File: src/rtl/stopwatch_lap_core.sv
// Stopwatch core: start/pause/clear FSM, prescaled counter, BCD display, overflow and finish flags.
// Lap buffer with recall is built only when STOPWATCH_LAP_EN is defined.
module stopwatch_lap_core #(
    parameter int CLOCK_FREQ    = 50_000_000,
    parameter int TICKS_PER_SEC = 100,
    parameter int SEC_MAX       = 99,
    parameter int LAP_DEPTH     = 4
) (
    input  logic        clk,
    input  logic        reset,
    input  logic        enable,
    input  logic        push_m,
    input  logic        push_l,
    input  logic        push_r,
    output logic [15:0] segments,
    output logic        running,
    output logic [3:0]  lap_count,
    output logic        lap_view,
    output logic        overflow,
    output logic        finish,
    output logic [1:0]  fsm_state
);
    localparam int RATIO = CLOCK_FREQ / TICKS_PER_SEC;
    localparam int PW    = (RATIO > 1) ? $clog2(RATIO) : 1;
    localparam logic [PW-1:0] PRESC_LAST = PW'(RATIO - 1);
    localparam logic [6:0]    FRAC_LAST  = 7'(TICKS_PER_SEC - 1);
    localparam logic [6:0]    SEC_LAST   = 7'(SEC_MAX);
    localparam logic [3:0]    LAP_FULL   = 4'(LAP_DEPTH);
`ifdef STOPWATCH_LAP_EN
    localparam bit LAP_ON = 1'b1;
`else
    localparam bit LAP_ON = 1'b0;
`endif

    typedef enum logic [1:0] {
        IDLE  = 2'd0,
        ARMED = 2'd1,
        RUN   = 2'd2,
        PAUSE = 2'd3
    } state_t;

    state_t        state, state_next;
    logic          m_prev, l_prev, r_prev, en_prev;
    logic          m_ev, l_ev, r_ev;
    logic [PW-1:0] presc;
    logic [6:0]    sec, frac;
    logic [3:0]    lap_cnt, view_idx;
    logic          tick, do_clear, do_start, do_lap, do_recall;
    logic [6:0]    show_sec, show_frac, show_hund;

    // Button events are registered, so a press acts one cycle after it is sampled.
    always_ff @(posedge clk) begin
        if (reset) begin
            m_prev  <= 1'b0;
            l_prev  <= 1'b0;
            r_prev  <= 1'b0;
            m_ev    <= 1'b0;
            l_ev    <= 1'b0;
            r_ev    <= 1'b0;
            en_prev <= 1'b0;
            finish  <= 1'b0;
        end else begin
            m_prev  <= push_m;
            l_prev  <= push_l;
            r_prev  <= push_r;
            m_ev    <= push_m & ~m_prev;
            l_ev    <= push_l & ~l_prev;
            r_ev    <= push_r & ~r_prev;
            en_prev <= enable;
            finish  <= en_prev & ~enable;
        end
    end

    always_ff @(posedge clk) begin
        if (reset) state <= IDLE;
        else       state <= state_next;
    end

    // Priority: enable low, then push_m, push_l, push_r; lower events are dropped.
    always_comb begin
        state_next = state;
        do_clear   = 1'b0;
        do_start   = 1'b0;
        do_lap     = 1'b0;
        do_recall  = 1'b0;
        if (!enable) begin
            state_next = IDLE;
            do_clear   = 1'b1;
        end else begin
            case (state)
                IDLE: begin
                    state_next = ARMED;
                    do_clear   = 1'b1;
                end
                ARMED: begin
                    if (m_ev) begin
                        state_next = RUN;
                        do_start   = 1'b1;
                    end
                end
                RUN: begin
                    if (m_ev)      state_next = PAUSE;
                    else if (l_ev) do_lap     = LAP_ON;
                    else if (r_ev) do_recall  = LAP_ON && (lap_cnt != 4'd0);
                end
                PAUSE: begin
                    if (m_ev) begin
                        state_next = RUN;
                    end else if (l_ev) begin
                        state_next = ARMED;
                        do_clear   = 1'b1;
                    end else if (r_ev) begin
                        do_recall  = LAP_ON && (lap_cnt != 4'd0);
                    end
                end
                default: state_next = IDLE;
            endcase
        end
    end

    assign tick = (state == RUN) && (presc == PRESC_LAST);

    always_ff @(posedge clk) begin
        if (reset || do_clear) begin
            presc    <= '0;
            sec      <= 7'd0;
            frac     <= 7'd0;
            overflow <= 1'b0;
        end else begin
            // Pause holds the prescaler so resume loses no partial tick.
            if (do_start)           presc <= '0;
            else if (state == RUN)  presc <= tick ? '0 : presc + PW'(1);
            if (tick) begin
                if (frac == FRAC_LAST) begin
                    frac <= 7'd0;
                    if (sec == SEC_LAST) begin
                        sec      <= 7'd0;
                        overflow <= 1'b1;
                    end else begin
                        sec <= sec + 7'd1;
                    end
                end else begin
                    frac <= frac + 7'd1;
                end
            end
        end
    end

    // view_idx: 0 = live, k = k-th newest lap.
    always_ff @(posedge clk) begin
        if (reset || do_clear) begin
            lap_cnt  <= 4'd0;
            view_idx <= 4'd0;
        end else if (do_lap) begin
            view_idx <= 4'd0;
            if (lap_cnt != LAP_FULL) lap_cnt <= lap_cnt + 4'd1;
        end else if (do_recall) begin
            view_idx <= (view_idx == lap_cnt) ? 4'd0 : view_idx + 4'd1;
        end
    end

`ifdef STOPWATCH_LAP_EN
    localparam int AW = (LAP_DEPTH > 1) ? $clog2(LAP_DEPTH) : 1;

    logic [13:0]   lap_mem [LAP_DEPTH];
    logic [AW-1:0] wr_ptr;
    logic [4:0]    rd_sum;
    logic [AW-1:0] rd_idx;

    always_ff @(posedge clk) begin
        if (reset || do_clear)
            wr_ptr <= '0;
        else if (do_lap)
            wr_ptr <= (wr_ptr == AW'(LAP_DEPTH - 1)) ? '0 : wr_ptr + AW'(1);
    end

    // Captured from the registers, so a lap coinciding with a tick keeps the pre-tick time.
    always_ff @(posedge clk) begin
        if (do_lap) lap_mem[wr_ptr] <= {sec, frac};
    end

    always_comb begin
        rd_sum = 5'(wr_ptr) + 5'(LAP_DEPTH) - 5'(view_idx);
        if (rd_sum >= 5'(LAP_DEPTH)) rd_sum = rd_sum - 5'(LAP_DEPTH);
        rd_idx = AW'(rd_sum);
    end

    always_comb begin
        show_sec  = sec;
        show_frac = frac;
        if (view_idx != 4'd0) {show_sec, show_frac} = lap_mem[rd_idx];
    end
`else
    assign show_sec  = sec;
    assign show_frac = frac;
`endif

    // Fractions are always displayed as hundredths.
    assign show_hund = (TICKS_PER_SEC == 10) ? 7'(show_frac * 7'd10) : show_frac;

    always_ff @(posedge clk) begin
        if (reset)
            segments <= 16'h0000;
        else
            segments <= {4'(show_sec / 7'd10), 4'(show_sec % 7'd10),
                         4'(show_hund / 7'd10), 4'(show_hund % 7'd10)};
    end

    assign running   = (state == RUN);
    assign lap_count = lap_cnt;
    assign lap_view  = (view_idx != 4'd0);
    assign fsm_state = state;

endmodule
File: config.mk
export PLATFORM = sky130hd
export DESIGN_NAME = stopwatch_lap_core
export DESIGN_NICKNAME = d
export VERILOG_FILES = /design/src/rtl/stopwatch_lap_core.sv
export SDC_FILE = /design/constraint.sdc
export NUM_CORES = 1
export LEC_CHECK = 0
export BUFFER_PORTS_ARGS = -buffer_cell sky130_fd_sc_hd__buf_2
export CAP_MARGIN = 15
export CORE_MARGIN = 2
export CORE_UTILIZATION = 25
export DETAILED_ROUTE_END_ITERATION = 8
export GPL_ROUTABILITY_DRIVEN = 0
export SLEW_MARGIN = 20
export SYNTH_ARGS = -nofsm -noshare
export SYNTH_HDL_FRONTEND = slang
export SYNTH_SLANG_ARGS = --single-unit
File: constraint.sdc
create_clock -name clk -period 3.05 [get_ports clk]
set_input_delay 0.4575 -clock clk [delete_from_list [all_inputs] [get_ports clk]]
set_output_delay 0.4575 -clock clk [all_outputs]
set_load 0.01 [all_outputs]
Yosys cells after proc, flatten, opt, wreduce, memory -nomap -nowiden --
Cells that the tools add are included.
Word-level totals: bits of input ports 6, flip-flop bits (word level) 58, output and inout bits 26, word-level logic and storage cells 57
Operators by class: div/mod/pow operators 4, add/sub/neg operators 3, bitwise operators 6, muxes and demuxes 15, reduce and logical (&&, ||, !) cells 8, equality and inequality tests 9
Operators by type and width (count):
- 19-bit by 1-bit adder with 19-bit output (second input constant) | 1
- 19-bit == test (second input constant) | 1
- 19-bit 2-to-1 mux | 1
- 7-bit by 1-bit adder with 7-bit output (second input constant) | 2
- 7-bit by 4-bit divider with 7-bit output (second input constant) | 2
- 7-bit == test (second input constant) | 2
- 7-bit by 4-bit remainder unit with 7-bit output (second input constant) | 2
- 7-bit 2-to-1 mux | 2
- 2-bit 2-to-1 mux | 4
- 2-bit one-hot mux with 4 select lines | 1
- 1-bit 2-to-1 mux | 6
- 3-bit AND reduction | 2
- 2-bit == test (second input constant) | 2
- 2-bit OR reduction | 2
- 1-bit bitwise AND | 3
- 3-bit inequality test (second input constant) | 1
- 1-bit NOT | 3
- 2-bit by 1-bit == test with 1-bit output (second input constant) | 1
- 2-bit logical NOT | 1
- 2-bit by 1-bit inequality test with 1-bit output (second input constant) | 1
- 2-bit inequality test (second input constant) | 1
- 1-bit one-hot mux with 2 select lines | 1
- 2-bit AND reduction | 1
- 1-bit logical AND | 1
- 1-bit logical OR | 1

Logic depth before layout (Yosys ltp) --
Gate-level depths: netlist of the first run.
depth after elaboration 6, mapped depth 13, mapped depth without buffers 11

Least setup slack after synthesis of the first run --
OpenSTA, ideal clock, no wires.
kind register -> register, start reg sec[5], end reg segments[10], library setup time 0.121 ns, clock period less this slack 2.836 ns, required time 2.929 ns, path slack 0.214 ns, arrival 2.716 ns, stages on the path, launching flop included 13, path through dfxtp_1 -> clkbuf_1 -> clkbuf_1 -> or3_1 -> a21oi_1 -> a221oi_1 -> ha_1 -> inv_1 -> o21ai_0 -> o21a_1 -> o21ai_0 -> a211oi_1 -> mux2_2
Between the ends: cells in the longest elaborated chain, start to end 1
Ends and longest elaborated chain:
- start, declared | line 46 | logic [6:0] sec, frac;
- start signal, assigned | line 140 | sec <= sec + 7'd1;
- 7-bit by 4-bit remainder unit with 7-bit output | line 205 | segments <= {4'(show_sec / 7'd10), 4'(show_sec % 7'd10),
- end signal, assigned | line 205
- end, declared | line 15 | output logic [15:0] segments,
Every way passes these cells. A chain may end at the register's enable or synchronous reset.

Worst setup path after layout of the first run --
start reg sec[3], end reg segments[9]
The elaborated chain is that of the path after synthesis.

==> flow_metrics.tcl, run 1 <==
set metrics [dict create \
    outcome "finished clean" \
    leakage_uw 0.001456 \
    syn_avg_cell_area_sq_um 7.959 \
    max_cap_viol_count 0 \
    synth_top_area_share_pct 34.90 \
    cts_buffers 9 \
    ctsRootBufferMaster "clkbuf_16" \
    synth_edf_count 0 \
    crit_family "compound AO/OA/AOI/OAI gates" \
    fillerInstances 1395 \
    synth_area_leader_cell "dfxtp_1" \
    grt-ovfl-total 0 \
    tightest_slew_ns 0.6302 \
    yosys_most_used_dff "dfxtp_1" \
    crit_chain "nand2b_1, xnor2_1, a221oi_1, ha_1, inv_1, o21ai_0, o21a_1, o21ai_0, a211oi_1, buf_4, mux2_2" \
    dieArea_sq_mm 0.01425 \
    die_h_microns 119.4 \
    required_ns 3.26 \
    ir_drop_mv 0.2244 \
    fin_worst_skew_ns 0.005908 \
    slowest_stage "a221oi_1" \
    grt_pass1_wl_microns 12340 \
    fin_cells 628 \
    ctsHtreeMaxLevel 3 \
    clock_sinks 58 \
    r2r_slack_ns 0.30 \
    synth.distinct_cells 55 \
    cts.clk_slew.worst_paths_ns 0.05 \
    fin_area_sq_mm 0.003996 \
    start_util_pct 25.32 \
    cts_tree "done" \
    power.density_mw_per_mm2 457.0 \
    post-route-period-util_pct 90.26 \
    rows 42 \
    max_freq_mhz 363.2 \
    post-route-min-period_ns 2.753 \
    grt_pass1_vias 2705 \
    synthCells 418 \
    drive_gt1_share_pct 15.71 \
    slew_headroom_pct 57.99 \
    drcViolationCount 0 \
    startpoint_type "flop" \
    ys_seq_area_share_pct 34.90 \
    clk_latency_ns 0.33 \
    ant_nets 0 \
    endpoint_kind "flop" \
    area_growth_pct 20.12 \
    finalHoldViolCount 0 \
    cts_resized 0 \
    grt_antenna_before_repair 0 \
    dpl.hpwl_microns 5180 \
    viasPerCell 4.646 \
    placed_area_sq_mm 0.003695 \
    worstPathMaxFanout 7 \
    synth_area_sq_mm 0.003327 \
    hold_path_class "input pin to flop" \
    ys_ff_latch 58 \
    synthTopCellsByArea "dfxtp_1 35%, nor2_1 8.0%, xnor2_1 5.0%" \
    cts_buffer_depth 2 \
    yosysWarningCount 0 \
    setup_viol 0 \
    crit_buf_inv 2 \
    path_class "flop to flop" \
    dpl.cell_count 612 \
    post_cts.repair.setup_buffers 0 \
    drt_wl_total_microns 7193 \
    firstDrtPassIters 4 \
    core_sq_mm 0.01314 \
    synth_commonest_cells "71 x nor2_1, 58 x dfxtp_1, 23 x a21oi_1" \
    cpMostUsedCell "o21ai_0" \
    synthArstFlopShare_pct 0 \
    postLayoutCoreUtil_pct 30.42 \
    cp_slowest_stage_delay_ns 0.37 \
    drt_iter0_markers 211 \
    wire_per_inst_microns 11.45 \
    vias 2918 \
    io_buffers 25 \
    synth.most_common_cell "nor2_1" \
    fin_setup_tns_ns 0 \
    crit_arrival_ns 2.96 \
    maxSlewViolCount 0 \
    io_pins 32 \
    holdBufCountCts 0 \
    grt_usage_pct 10.72 \
    rsz0062_at_grt "false" \
    nets 466 \
    die_w_microns 119.4 \
    grt_max_degree 22 \
    num_antenna_cells 0 \
]
final timing paths:
kind / startpoint / end / depth (start not counted)
worst max-delay path: sec[3]$_SDFFE_PP0P_ / segments[9]$_SDFF_PP0_ / 11
worst max register to register: sec[3]$_SDFFE_PP0P_ / segments[9]$_SDFF_PP0_ / 11
worst min register to register: l_prev$_SDFF_PP0_ / l_ev$_SDFF_PP0_ / 1
worst min-delay path: enable / finish$_SDFF_PP0_ / 2
kinds of logic (layout without fill, tap and decap cells):
| group | count (synthesis) | count (layout) | share of synthesized area [%] |
|---|---|---|---|
| simple gates | 183 | 183 | 28.55 |
| compound gates | 76 | 76 | 14.86 |
| flops | 58 | 58 | 34.90 |
| buf+inv | 51 | 81 | 6.882 |
| xor+xnor | 29 | 29 | 7.634 |
| fa+ha+maj | 13 | 13 | 4.889 |
| mux | 7 | 7 | 2.181 |
| other cells | 1 | 5 | 0.1127 |
area by class of cell:
class | instances | area, sq um | share of cell area, %
timing repair buffer | 48 | 297.8 | 7.451
clock buffer | 14 | 264.0 | 6.606
tap | 176 | 220.2 | 5.510
sequential | 58 | 1164 | 29.12
multi-input combinational | 313 | 1952 | 48.84
inverter | 17 | 63.81 | 1.597
clock inverter | 2 | 35.03 | 0.8766
cells in the final DEF, fill, tap and decap left out, types with 3 or more instances in the layout:
cell type  count
a21oi_1       23
inv_1         17
a311oi_1       6
xnor2_1       19
a22oi_1        5
nand4_1        5
ha_1          13
buf_2         25
clkbuf_16      9
clkbuf_1       3
nand2b_1      11
a211oi_1       4
nor3b_1        8
nand2_1       22
or3_1          8
nand3_1       10
dfxtp_1       56
o21ai_0       14
nor2_1        71
xor2_1        10
conb_1         5
o22ai_1        4
nor4_1         4
a31oi_1        4
buf_4         23
nor2b_1       18
mux2i_1        5
nor3_1        11
per-stage QoR:
stage / total power, uW / setup WS (ns) / hold WS, ns
finish: 1826 / 0.2970 / 0.3018
global route: 1909 / 0.006863 / 0.2997
CTS: 1859 / 0.2376 / 0.2897
detailed placement: 834.8 / 0.2574 / 0.3738
global placement: 832.3 / 0.2986 / 0.3711
floorplan: 821.8 / 0.2136 / 0.3674
flip-flops by register name, indices dropped and copies added (netlist names):
register	cells
en_prev	1
finish	1
frac	7
fsm_state	2
l_ev	1
l_prev	1
m_ev	1
m_prev	1
overflow	1
presc	19
sec	7
segments	16
worst reg2reg max path: stages (launching register included):
cell and delay (ns):
dfxtp_1 0.32, nand2b_1 0.23, xnor2_1 0.17, a221oi_1 0.37, ha_1 0.26, inv_1 0.12, o21ai_0 0.19, o21a_1 0.14
o21ai_0 0.09, a211oi_1 0.25, buf_4 0.17, mux2_2 0.33
where the power goes:
part / internal, uW / switching, uW / leakage (uW)
registers: 765 / 4.61 / 0.000470
logic: 16.7 / 34.0 / 0.000840
clock network: 675 / 331 / 0.000147
per-layer routing:
metal	GRT usage (%)	vias to the layer above	part of all wire, %
met5	0	-	0
met4	4.265	0	1.8
met3	3.927	13	5.0
met2	16.45	68	45
met1	13.64	1344	48
li1	-	1493	-
Note: power is estimated with default switching activity, not from simulation.
==> run 2, diff against run 1 <==
- CORE_UTILIZATION: 25 -> 30
==> run 2 against run 1 <==
  * Routed wire length fell by 3.1%
  * Via count fell by 2.6%
  * Count of clock-buffer cells in the layout is 3 lower
  * Design area decreased by 3.1%
  * Sequential cell count stayed put
  * First-iteration DRC count down 43%
  * Global-route usage increased by 1.5 points
  * Total power is 6.6% lower
  * Register-to-register slack lost 0.04 ns
  * Clock skew rose by 0.0049 ns
  * Non-clock buffer count fell by 5
  * Setup slack got worse by 0.043 ns
==> flow_metrics.tcl, run 2 (synthesized netlist as in run 1, its figures left out) <==
set metrics [dict create \
    whs_ns 0.2936 \
    clk_latency_ns 0.34 \
    outcome "finished clean" \
    max_freq_mhz 357.7 \
    cpMostUsedCell "o21ai_0" \
    post_cts.repair.setup_buffers 0 \
    dpl.hpwl_microns 4963 \
    crit_chain "nand2b_2, xnor2_1, a221oi_1, ha_1, inv_1, o21ai_0, o21a_1, o21ai_0, a211oi_1, buf_4, mux2_2" \
    tightest_slew_ns 0.6658 \
    area_growth_pct 16.36 \
    crit_family "compound AO/OA/AOI/OAI gates" \
    ir_drop_mv 0.1969 \
    power_uw 1705 \
    core_sq_mm 0.01084 \
    leakage_uw 0.001412 \
    cts_tree "done" \
    fin_setup_tns_ns 0 \
    ctsRootBufferMaster "clkbuf_8" \
    required_ns 3.27 \
    viasPerCell 4.842 \
    dpl.cell_count 571 \
    clock_sinks 58 \
    grt_max_degree 22 \
    grt_pass1_wl_microns 11740 \
    fin_cells 587 \
    slew_headroom_pct 55.61 \
    layout_setup_ws_ns 0.2540 \
    io_pins 32 \
    power.density_mw_per_mm2 440.4 \
    largest_reg_flops 19 \
    drive_gt1_share_pct 15.88 \
    final_cell_mix "71 x nor2_1, 56 x dfxtp_1, 25 x buf_2" \
    maxSlewViolCount 0 \
    drt_iter0_markers 121 \
    path_class "flop to flop" \
    largestRegisters "presc (19), segments (16)" \
    post-route-min-period_ns 2.796 \
    rows 38 \
    cp_slowest_stage_delay_ns 0.37 \
    dieArea_sq_mm 0.01195 \
    hold_path_class "input pin to flop" \
    grt_usage_pct 12.21 \
    fin_worst_skew_ns 0.01085 \
    slowest_stage "dfxtp_1" \
    start_util_pct 30.69 \
    firstDrtPassIters 4 \
    wire_per_inst_microns 11.88 \
    grt_antenna_before_repair 0 \
    crit_buf_inv 2 \
    pre_cts_ws_ns 0.1899 \
    num_antenna_cells 0 \
    vias 2842 \
    grt_pass1_vias 2667 \
    grt-ovfl-total 0 \
    rsz0062_at_grt "false" \
    post-route-period-util_pct 91.67 \
    ctsHtreeMaxLevel 3 \
    nets 461 \
    endpoint_kind "flop" \
    setup_viol 0 \
    cts.clk_slew.worst_paths_ns 0.06 \
    io_buffers 25 \
    die_w_microns 109.3 \
    top_register "presc" \
    ant_nets 0 \
    cts_buffers 9 \
    max_cap_viol_count 0 \
    crit_arrival_ns 3.02 \
    cts_buffer_depth 2 \
    finalHoldViolCount 0 \
    worstPathMaxFanout 8 \
    drcViolationCount 0 \
    final_common_cell "nor2_1" \
    startpoint_type "flop" \
    die_h_microns 109.3 \
    drt_wl_total_microns 6972 \
]
[run 2: cell count changes in the layout (fill, tap and decap cells not counted), sizes merged]
cell | previous run | this run
clkinv | 1 | 2
clkbuf | 14 | 11
bufinv | 1 | 3
buf | 48 | 43
[run 2: final cells by class]
class                      count  area, sq um
clock buffer                  11        151.4
clock inverter                 5        100.1
fill                        1143         6969
inverter                      17        63.81
multi-input combinational    313         1957
sequential                    58         1164
tap                          140        175.2
timing repair buffer          43        260.3
[run 2: layer usage]
metal  share of wire [%]  GRT usage (%)  vias up
met5                   0              0        -
met1                  48          15.26     1297
met3                 5.0          3.675       10
met2                  46          20.19       60
li1                    -              -     1475
met4                 1.2          3.888        0
[run 2: worst reg2reg max path, delay by kind of cell (launching register included)]
kind                       cells  cell delay (ns)
AOI/OAI and AO/OA              5             1.05
xor gates and xnor gates       1             0.14
adders and majority gates      1             0.25
buffers and inverters          2             0.29
DFF                            1             0.37
muxes                          1             0.32
and+or+nand+nor                1             0.26
[run 2: what timing repair did]
action | CTS | global route
hold buffers | 0 | 0
endpoints found under the setup margin | 0 | 4
resized for setup | 0 | 4
[run 2: path summary, 6_finish.rpt]
path | start | end | slack, ns | depth (start not counted)
hold reg to reg | l_prev$_SDFF_PP0_ | l_ev$_SDFF_PP0_ | 0.38 | 1
hold / removal | enable | finish$_SDFF_PP0_ | 0.29 | 2
setup reg to reg | sec[3]$_SDFFE_PP0P_ | segments[9]$_SDFF_PP0_ | 0.25 | 11
setup / recovery | sec[3]$_SDFFE_PP0P_ | segments[9]$_SDFF_PP0_ | 0.25 | 11
[run 2: where the power goes]
group / leakage, uW / switching [uW] / internal [uW]
Clock: 0.000129 / 305 / 584
Sequential: 0.000470 / 4.35 / 763
Combinational: 0.000813 / 32.6 / 16.0
Total: 0.00141 / 342 / 1360
[run 2: stage by stage]
| stage | utilization, % | area [sq um] |
|---|---|---|
| after detailed placement | 33.32 | 3612 |
| after global routing | 35.71 | 3871 |
| after floorplan | - | 3342 |
| after global placement | 33.32 | 3612 |
| after CTS | 35.64 | 3864 |
| final | 35.71 | 3871 |
==> run 3, diff against run 2 <==
- ABC_AREA: not set -> 1
==> run 3 against run 2 <==
  * Synthesized area decreased by 7.9%
  * Combinational power increased by 12%
  * Total power decreased by 11%
  * Worst hold slack got worse by 0.019 ns
  * Cell count increased by 1.0%
  * First-iteration DRC count decreased by 50%
  * Global-route usage decreased by 0.14 points
  * Sequential share of layout area increased by 2.9 points
  * Die area decreased by 7.6%
  * Sequential power about the same
  * Via count decreased by 6.4%
  * Register-to-register slack improved by 0.28 ns
  * Largest cell class unchanged
==> flow_metrics.tcl, run 3 <==
set metrics [dict create \
    slowest_stage "ha_1" \
    synthTopCellsByArea "dfxtp_1 38%, nand2_1 10%, inv_1 7.7%" \
    crit_buf_inv 2 \
    fin_setup_tns_ns 0 \
    outcome "finished clean" \
    fin_worst_skew_ns 0.009801 \
    synth_edf_count 0 \
    hold_path_class "input pin to flop" \
    cts_tree "done" \
    vias 2659 \
    hold_end "finish$_SDFF_PP0_" \
    grt_antenna_before_repair 0 \
    maxSlewViolCount 0 \
    largestRegisters "presc (19), segments (16)" \
    tightest_slew_ns 0.5222 \
    start_util_pct 31.08 \
    yosysWarningCount 0 \
    reg2reg_depth 10 \
    nets 474 \
    synthCells 421 \
    cts_buffer_depth 2 \
    synth_area_sq_mm 0.003065 \
    area_growth_pct 15.02 \
    setup_viol 0 \
    max_cap_viol_count 0 \
    cts_buffers 9 \
    leakage_uw 0.001547 \
    grt_usage_pct 12.08 \
    drcViolationCount 0 \
    grt-ovfl-total 0 \
    rsz0062_at_grt "false" \
    synth.most_common_cell "nand2_1" \
    synth_commonest_cells "83 x nand2_1, 63 x inv_1, 58 x dfxtp_1" \
    min_from "enable" \
    cts_resized 0 \
    syn_avg_cell_area_sq_um 7.281 \
    die_h_microns 105.1 \
    power_uw 1524 \
    num_antenna_cells 0 \
    clock_sinks 58 \
    top_register "presc" \
    io_buffers 25 \
    endpoint_kind "flop" \
    post-route-period-util_pct 82.61 \
    worstPathMaxFanout 10 \
    grt_max_degree 17 \
    crit_family "simple AND/OR/NAND/NOR gates" \
    core_sq_mm 0.009864 \
    ctsHtreeMaxLevel 3 \
    post-route-min-period_ns 2.520 \
    ant_nets 0 \
    drt_wl_total_microns 6099 \
    required_ns 3.33 \
    r2r-end "sec[6]$_SDFFE_PP0P_" \
    yosys_most_used_dff "dfxtp_1" \
    viasPerCell 4.484 \
    power.density_mw_per_mm2 432.2 \
    ys_seq_area_share_pct 37.88 \
    ys_ff_latch 58 \
    path_class "flop to flop" \
    dieArea_sq_mm 0.01104 \
    grt_pass1_vias 2579 \
    crit_path_start "fsm_state[0]$_SDFFE_PP0P_" \
    firstDrtPassIters 4 \
    grt_pass1_wl_microns 10880 \
    synth.distinct_cells 39 \
    slew_headroom_pct 64.87 \
    placed_area_sq_mm 0.003333 \
    crit_chain "inv_1, ha_1, inv_1, nor2_1, nand4_2, nor2_1, nand4_1, nor3_1, o21ai_0, a21oi_1" \
    startpoint_type "flop" \
    synthArstFlopShare_pct 0 \
    fin_area_sq_mm 0.003526 \
    drive_gt1_share_pct 17.17 \
    final_common_cell "nand2_1" \
    rows 36 \
    holdBufCountCts 0 \
    cts.clk_slew.worst_paths_ns 0.07 \
    r2r_slack_ns 0.53 \
    wire_per_inst_microns 10.28 \
    min_path_cells 2 \
    io_pins 32 \
    synth_top_area_share_pct 37.88 \
    max_freq_mhz 396.9 \
    crit_arrival_ns 2.80 \
    cp_slowest_stage_delay_ns 0.44 \
    die_w_microns 105.1 \
    dpl.hpwl_microns 4555 \
    ir_drop_mv 0.2231 \
    ctsRootBufferMaster "clkbuf_8" \
    synth_area_leader_cell "dfxtp_1" \
    clk_latency_ns 0.35 \
    finalHoldViolCount 0 \
    post_cts.repair.setup_buffers 0 \
    final_cell_mix "83 x nand2_1, 63 x inv_1, 58 x dfxtp_1" \
    drt_iter0_markers 61 \
    r2r-start "fsm_state[0]$_SDFFE_PP0P_" \
    largest_reg_flops 19 \
]
## run 3: worst max path at each step
stage                             end  cells past startpoint
2_1_floorplan  presc[17]$_SDFFE_PP0P_                     13
4_1_cts           sec[6]$_SDFFE_PP0P_                     10
3_5_place_dp      sec[6]$_SDFFE_PP0P_                     10
6_report          sec[6]$_SDFFE_PP0P_                     10
5_1_grt           sec[6]$_SDFFE_PP0P_                     10
3_3_place_gp      sec[6]$_SDFFE_PP0P_                     10
## run 3: cells by family after synthesis
family,Yosys count,share of synthesized area (%)
simple gates,209,33.55
compound gates,57,10.78
xor+xnor,7,2.245
fa+ha+maj,13,5.306
buf+inv,76,10.12
flops,58,37.88
other cells,1,0.1223
## run 3: metal layers
| metal | GRT usage (%) | vias to the layer above | wire length [microns] |
|---|---|---|---|
| met5 | 0 | - | 0 |
| met4 | 6.762 | 0 | 164 |
| met3 | 4.429 | 16 | 300 |
| met2 | 19.16 | 42 | 2699 |
| met1 | 14.04 | 1171 | 2934 |
| li1 | - | 1430 | - |
## run 3: power by group
| part | total [uW] | internal (uW) | switching (uW) |
|---|---|---|---|
| registers | 767 | 763 | 3.94 |
| clock network | 703 | 375 | 328 |
| logic | 54.5 | 17.2 | 37.3 |
| total | 1520 | 1150 | 369 |
## run 3: metrics by stage
stage          util [%]  hold slack, ns  std cells  setup WS, ns
5_1_grt           35.74          0.2653        593        0.2277
4_1_cts           35.74          0.2584        593        0.5750
2_1_floorplan         -          0.3728        425        0.9513
3_5_place_dp      33.79          0.3791        577        0.5921
6_report          35.74          0.2748        593        0.5304
3_3_place_gp      33.79          0.3797        577        0.6328
## run 3: final cells by class
cell class / count / area [sq um]
fillers: 1047 / 6339
multi-input cells: 291 / 1609
flip-flops and latches: 58 / 1161
inverters: 68 / 256.5
well taps: 133 / 166.4
repair buffers: 27 / 140.1
clock buffers: 9 / 123.9
clock inverters: 7 / 68.82
